===== src/rtl/bam8_err_monitor_if.sv =====
// Sample bus between a BAM multiplier under test and bam8_err_monitor.
//
// Handshake: a sample (a, b, approx) transfers on a rising clk edge where
// in_valid && in_ready are both high. The payload must be stable whenever
// in_valid is high. in_valid without in_ready is simply dropped: the sink
// keeps no backlog, so the source does not need to hold the sample.
interface bam8_err_monitor_if;
    logic        in_valid;
    logic        in_ready;
    logic [7:0]  a;
    logic [7:0]  b;
    logic [15:0] approx;

    modport master (output in_valid, a, b, approx, input in_ready);
    modport slave  (input in_valid, a, b, approx, output in_ready);
endinterface


===== src/rtl/bam8_err_monitor.sv =====
// bam8_err_monitor: error-statistics collector placed after an 8x8 unsigned
// broken-array approximate multiplier. For each accepted (a, b, approx) it
// forms e = |a*b - approx| and accumulates sum, max and nonzero count over a
// programmed number of samples.
//
// Optional feature: define BAM_ERR_MSE_EN to add err_sq_sum, a saturating
// sum of e*e that shares the sum_ovf flag. Without the macro the squarer,
// its accumulator and the port are absent.
//
// fsm_state is a debug view of the control FSM (0 IDLE, 1 RUN, 2 DRAIN,
// 3 DONE).
module bam8_err_monitor #(
    parameter int CNT_W = 16,
    parameter int SUM_W = 32
) (
    input  logic                clk,
    input  logic                rst,
    input  logic                start,
    input  logic [CNT_W-1:0]    sample_cnt,
    bam8_err_monitor_if.slave   smp,
    output logic                busy,
    output logic                done,
    output logic [SUM_W-1:0]    err_sum,
    output logic [15:0]         err_max,
    output logic [CNT_W-1:0]    err_cnt,
    output logic                sum_ovf,
`ifdef BAM_ERR_MSE_EN
    output logic [2*SUM_W-1:0]  err_sq_sum,
`endif
    output logic [1:0]          fsm_state
);

    localparam logic [1:0] ST_IDLE  = 2'd0;
    localparam logic [1:0] ST_RUN   = 2'd1;
    localparam logic [1:0] ST_DRAIN = 2'd2;
    localparam logic [1:0] ST_DONE  = 2'd3;

    localparam int SQ_W = 2 * SUM_W;

    logic [1:0]       state;
    logic [CNT_W-1:0] target;
    logic [CNT_W-1:0] acc_cnt;

    logic             accept;
    logic             start_ok;
    logic             last_accept;

    logic [15:0]      exact;
    logic [15:0]      abs_err;

    logic             s1_valid;
    logic [15:0]      s1_err;

    logic [SUM_W:0]   sum_ext;
    logic             ovf_now;

`ifdef BAM_ERR_MSE_EN
    logic [31:0]      sq;
    logic [SQ_W:0]    sq_ext;
`endif

    // Sink is ready for exactly the RUN state; the FSM leaves RUN on the
    // target-th accept, so in_ready drops the following cycle.
    assign smp.in_ready = (state == ST_RUN);
    assign busy         = (state == ST_RUN) || (state == ST_DRAIN);
    assign done         = (state == ST_DONE);
    assign fsm_state    = state;

    // Handshake decode and run-control qualifiers.
    always_comb begin
        accept      = smp.in_valid && (state == ST_RUN);
        start_ok    = start && ((state == ST_IDLE) || (state == ST_DONE));
        last_accept = accept && (acc_cnt == (target - CNT_W'(1)));
    end

    // Exact product and absolute error; approx above exact is folded, not wrapped.
    always_comb begin
        exact = {8'd0, smp.a} * {8'd0, smp.b};
        if (exact >= smp.approx) begin
            abs_err = exact - smp.approx;
        end else begin
            abs_err = smp.approx - exact;
        end
    end

    // One-bit-wider sums expose the carry that signals saturation.
    always_comb begin
        sum_ext = {1'b0, err_sum} + {{(SUM_W-15){1'b0}}, s1_err};
`ifdef BAM_ERR_MSE_EN
        sq      = {16'd0, s1_err} * {16'd0, s1_err};
        sq_ext  = {1'b0, err_sq_sum} + {{(SQ_W-31){1'b0}}, sq};
        ovf_now = sum_ext[SUM_W] || sq_ext[SQ_W];
`else
        ovf_now = sum_ext[SUM_W];
`endif
    end

    // Control FSM: run setup, sample counting and pipeline drain.
    always_ff @(posedge clk) begin
        if (rst) begin
            state   <= ST_IDLE;
            target  <= '0;
            acc_cnt <= '0;
        end else begin
            case (state)
                ST_IDLE, ST_DONE: begin
                    if (start) begin
                        target  <= sample_cnt;
                        acc_cnt <= '0;
                        state   <= (sample_cnt == '0) ? ST_DONE : ST_RUN;
                    end
                end
                ST_RUN: begin
                    if (accept) begin
                        acc_cnt <= acc_cnt + CNT_W'(1);
                    end
                    if (last_accept) begin
                        state <= ST_DRAIN;
                    end
                end
                ST_DRAIN: begin
                    // S2 has no register of its own beyond the accumulators,
                    // so once S1 is empty every sample has been folded in.
                    if (!s1_valid) begin
                        state <= ST_DONE;
                    end
                end
                default: state <= ST_IDLE;
            endcase
        end
    end

    // Stage 1: register the absolute error of each accepted sample.
    always_ff @(posedge clk) begin
        if (rst || start_ok) begin
            s1_valid <= 1'b0;
            s1_err   <= '0;
        end else begin
            s1_valid <= accept;
            if (accept) begin
                s1_err <= abs_err;
            end
        end
    end

    // Stage 2: fold the stage-1 error into the saturating statistics.
    always_ff @(posedge clk) begin
        if (rst || start_ok) begin
            err_sum    <= '0;
            err_max    <= '0;
            err_cnt    <= '0;
            sum_ovf    <= 1'b0;
`ifdef BAM_ERR_MSE_EN
            err_sq_sum <= '0;
`endif
        end else if (s1_valid) begin
            if (sum_ext[SUM_W]) begin
                err_sum <= '1;
            end else begin
                err_sum <= sum_ext[SUM_W-1:0];
            end
`ifdef BAM_ERR_MSE_EN
            if (sq_ext[SQ_W]) begin
                err_sq_sum <= '1;
            end else begin
                err_sq_sum <= sq_ext[SQ_W-1:0];
            end
`endif
            if (s1_err > err_max) begin
                err_max <= s1_err;
            end
            if (s1_err != 16'd0) begin
                err_cnt <= err_cnt + CNT_W'(1);
            end
            sum_ovf <= sum_ovf || ovf_now;
        end
    end

endmodule

===== src/flat_wrapper.sv =====
// flat-port wrapper written by rule: the top's interface ports become plain ports
module bam8_err_monitor_flat 
#(
    parameter int CNT_W = 16,
    parameter int SUM_W = 32
)
  (clk, rst, start, sample_cnt, busy, done, err_sum, err_max, err_cnt, sum_ovf, fsm_state, smp_in_valid, smp_a, smp_b, smp_approx, smp_in_ready);
  bam8_err_monitor_if smp_i ();
  input  logic clk;
  input  logic rst;
  input  logic start;
  input  logic [CNT_W-1:0] sample_cnt;
  output logic busy;
  output logic done;
  output logic [SUM_W-1:0] err_sum;
  output logic [15:0] err_max;
  output logic [CNT_W-1:0] err_cnt;
  output logic sum_ovf;
  output logic [1:0] fsm_state;
  input wire logic [$bits(smp_i.in_valid)-1:0] smp_in_valid;
  input wire logic [$bits(smp_i.a)-1:0] smp_a;
  input wire logic [$bits(smp_i.b)-1:0] smp_b;
  input wire logic [$bits(smp_i.approx)-1:0] smp_approx;
  output wire logic [$bits(smp_i.in_ready)-1:0] smp_in_ready;
  assign smp_i.in_valid = smp_in_valid;
  assign smp_i.a = smp_a;
  assign smp_i.b = smp_b;
  assign smp_i.approx = smp_approx;
  assign smp_in_ready = smp_i.in_ready;
  bam8_err_monitor #(.CNT_W(CNT_W), .SUM_W(SUM_W)) u_core (.clk(clk), .rst(rst), .start(start), .sample_cnt(sample_cnt), .smp(smp_i), .busy(busy), .done(done), .err_sum(err_sum), .err_max(err_max), .err_cnt(err_cnt), .sum_ovf(sum_ovf), .fsm_state(fsm_state));
endmodule

===== config.mk =====
export PLATFORM = sky130hd
export DESIGN_NAME = bam8_err_monitor_flat
export DESIGN_NICKNAME = d
export VERILOG_FILES = /design/src/rtl/bam8_err_monitor_if.sv /design/src/rtl/bam8_err_monitor.sv /design/src/flat_wrapper.sv
export SDC_FILE = /design/constraint.sdc
export NUM_CORES = 1
export LEC_CHECK = 0
export ABC_CLOCK_PERIOD_IN_PS = 15100
export CORE_MARGIN = 2
export CORE_UTILIZATION = 60
export DETAILED_ROUTE_END_ITERATION = 7
export PLACE_DENSITY = 0.85
export SLEW_MARGIN = 25
export SYNTH_ARGS = -nofsm -noshare
export SYNTH_HDL_FRONTEND = slang
export SYNTH_SLANG_ARGS = --single-unit

===== constraint.sdc =====
create_clock -name clk -period 15.1 [get_ports clk]
set_clock_uncertainty 0.15 [all_clocks]
set_input_delay 3.02 -clock clk [delete_from_list [all_inputs] [get_ports clk]]
set_output_delay 3.02 -clock clk [all_outputs]
set_load 0.01 [all_outputs]

==> key figures <==
Layout
  – Final cell count without fillers: 1612
  – ANT cells: 0
  – Final design utilization: 0.732
  – Area of the multi-input gates: 7260 um2
  – Layout Nets: 1577
  – Reg area: 2320 um2
  – Fill count: 1366
  – Layout cells sized above 1: 0.0409
  – P&R area growth vs syn: 18.9%

Detailed routing
  – Metal-1 WL: 11500 um
  – Detailed Route WL: 26300 um
  – Vias per cell: 5.99
  – Routed Antenna Nets: 0
  – Routed wl met2: 12600 um
  – DRC: 0
  – Met3 wire length: 1570 um
  – Initial DRC count: 641
  – Vias post-DR: 9659
  – Pre-Repair DR Iteration Count: 5
  – DR WL/cell: 16.3 um
  – Top sig layer: met4

Floorplan
  – Die Area: 18100 um2
  – Ports: 122
  – Chip height: 134 um
  – Die W: 134 um
  – Row cnt: 47
  – Core ar.: 16600 um2
  – Initial Util: 0.615

Yosys
  – Post-synth top area cell: dfxtp_1
  – Syn nets: 1475
  – Most frequent cells after synthesis: 121 x inv_1, 116 x dfxtp_1, 111 x a21oi_1, 107 x ha_1, 95 x nand2_1
  – Synth Register Bits: 116
  – Cell Area, Synth: 10200 um2
  – Synth Warn #: 0
  – Post-Syn Instances: 1277
  – Post-synth EDFFs: 0
  – Top post-synthesis cells by area: dfxtp_1 23%, ha_1 13%, fa_1 7.7%
  – Mapped Avg Cell Area: 7.99 um2
  – Sequential share of the synthesized area: 0.228
  – Top_reg_cell synth: dfxtp_1
  – Leading cell type by number of instances after synthesis: inv_1
  – Post-synth top area share: 0.228
  – Cell variety after synth: 73
  – Post-synth ARST share: 0

Placement
  – DP Worst Slack: 4.53 ns
  – PortBufs: 121
  – Routability congestion estimate: 0.956
  – DP Wirelength: 19900 um
  – Placed Cells: 1580

Pwr
  – Cell Int Power: 0.00104 W
  – Switching Share: 0.470
  – NetSw: 0.000922 W
  – Lkg Pwr: 5.09 nW
  – Reg power frac: 0.190
  – Maximum VDD drop: 0.000150 V
  – Power, Total: 0.00196 W
  – Clock Power Share: 0.194
  – P per Cell Area: 162 nW/um2
  – Combinational Power Share: 0.616

STA
  – Slew HR: 0.377
  – Final Max Tran Viols: 0
  – Setup_tns: 0 ns
  – Final setup violation count: 0
  – Upper clock frequency limit: 98.1 MHz
  – Final worst slack: 4.91 ns
  – Period Utilization, post-route: 0.675
  – Final Hold Fails: 0
  – RSZ-0062 raised after global routing: false
  – Worst-margin pin slew: 0.928 ns
  – Min Tclk post-route: 10.19 ns

Setup path
  – Crit-path max cell delay: 0.62 ns
  – CP max-delay cell: o31ai_1
  – Crit-path cells: clkdlybuf4s50_1 > and2_1 > fa_1 > fa_1 > fa_1 > inv_1 > fa_1 > inv_1 > ha_1 > or3_1 > o21ai_0 > nor3_1 > a2111oi_0 > xnor2_1 > ha_1 > o21a_1 > o31ai_1 > nand2_1 > o21ai_1 > buf_4 > o311ai_0 > mux2i_1 > a311o_1
  – CP Data Arrival Time: 10.35 ns
  – CP endpoint kind: flip-flop
  – Startpoint Class: primary input
  – Most common cell on crit path: fa_1
  – Max Fanout on Critical Path: 11
  – Crit path required time: 15.25 ns
  – Crit path kind: primary input to flip-flop
  – Setup slack, reg-to-reg: 11.82 ns

Clocking
  – CTS buffer count: 17
  – Clock sink count: 116
  – Post_cts resized: 0
  – Worst skew pair latency: 0.42 ns
  – CTS tree: done
  – Clock Tree Root: clkbuf_16
  – Clock Pin Slew Worst Setup and Hold Paths: 0.06 ns
  – Post-CTS setup repair buffer count: 0
  – CTS Hold Buffers Added: 0
  – Clock buffer depth: 2
  – H-tree Lvls: 4

Global route
  – Overall Global Routing Usage: 0.298
  – Congestion Overflow GR: 0
  – Vias in the first global route: 9184
  – Largest net degree at the start of global routing: 55
  – Initial antenna violation count: 0
  – First-pass GRT wire length: 44100 um

Outcome
  – Status: finished clean

Hold path
  – Min-delay worst type: flip-flop to flip-flop

Flow run
  – Max cap viols: 0
worst paths after layout:
| path | from | to | cells after the start |
|---|---|---|---|
| worst max-delay path | smp_a[2] | u_core.s1_err[10]$_SDFFE_PP0P_ | 23 |
| worst min-delay path | u_core.target[10]$_SDFFE_PP0P_ | u_core.target[10]$_SDFFE_PP0P_ | 2 |
| worst max register to register | u_core.s1_err[0]$_SDFFE_PP0P_ | u_core.err_sum[22]$_SDFFE_PP0P_ | 11 |
| worst min register to register | u_core.target[10]$_SDFFE_PP0P_ | u_core.target[10]$_SDFFE_PP0P_ | 2 |
metal layers:
layer  global-route usage  vias up
li1                     -     4730
met5                    0        -
met1                0.384     4506
met4                0.103        0
met3               0.0495       54
met2                0.506      369
through the flow:
stage / hold slack [ns] / cell area, um2
after floorplan: 0.305 / 10200
after global placement: 0.296 / 11600
after detailed placement: 0.304 / 11600
after CTS: 0.338 / 12100
after global routing: 0.367 / 12100
final: 0.332 / 12100
critical path: cells and delay by family:
kind / cells / cell delay [ns]
xor+xnor: 1 / 0.20
compound gates: 7 / 2.30
mux: 1 / 0.16
fa+ha+maj: 6 / 2.88
buf+inv: 4 / 0.91
simple gates: 4 / 0.88
state kept, by name, summed over array words and instances, names as in the netlist:
| register | cells |
|---|---|
| u_core.acc_cnt | 16 |
| u_core.target | 16 |
| u_core.sum_ovf | 1 |
| u_core.s1_valid | 1 |
| u_core.fsm_state | 2 |
| u_core.err_max | 16 |
| u_core.err_sum | 32 |
| u_core.err_cnt | 16 |
| u_core.s1_err | 16 |
cell type report:
type / instances / area share
Sequential cell: 116 / 0.191
Inverter: 121 / 0.0374
Timing Repair Buffer: 128 / 0.104
Clock buffer: 17 / 0.0351
Multi-Input combinational cell: 995 / 0.598
Tap cell: 220 / 0.0227
Clock inverter: 15 / 0.0110
power by group through the flow:
| stage | sequential, W | clock (W) | combinational [W] |
|---|---|---|---|
| 3_3_place_gp | 0.000377 | 0 | 0.00117 |
| 6_report | 0.000373 | 0.000380 | 0.00121 |
| 3_5_place_dp | 0.000378 | 0 | 0.00118 |
| 2_1_floorplan | 0.000365 | 0 | 0.000913 |
| 4_1_cts | 0.000371 | 0.000383 | 0.00119 |
| 5_1_grt | 0.000376 | 0.000398 | 0.00134 |
cell usage in the layout, fill, tap and decap left out, types with 7 or more instances in the layout:
master           instances
or3_1                   15
xor2_1                  43
fa_1                    39
dfxtp_1                116
nor2b_1                  9
clkdlybuf4s50_1        121
nor2_1                  82
nand3_1                 51
buf_4                    7
xnor2_1                 40
mux2i_1                 18
clkbuf_16               17
and2_1                  60
nand4_1                 23
a21o_1                  15
o21a_1                  10
nor4_1                  12
a31oi_1                  7
o21bai_1                 7
a21oi_1                111
and3_1                  20
o21ai_0                 68
o211ai_1                17
a211oi_1                11
nand2_1                 94
o31ai_1                  9
ha_1                   107
inv_1                  121
nor3_1                  30
logic make-up (layout without fill, tap and decap cells):
| kind of cell | count (synthesis) | in the layout | share of synthesized area |
|---|---|---|---|
| AOI/OAI and AO/OA | 306 | 306 | 0.189 |
| xor gates and xnor gates | 83 | 83 | 0.0713 |
| adders and majority gates | 146 | 146 | 0.208 |
| buffers and inverters | 166 | 281 | 0.0617 |
| DFF | 116 | 116 | 0.228 |
| muxes | 21 | 21 | 0.0210 |
| and+or+nand+nor | 439 | 439 | 0.222 |
No activity file was read; power rests on OpenSTA's default activity.
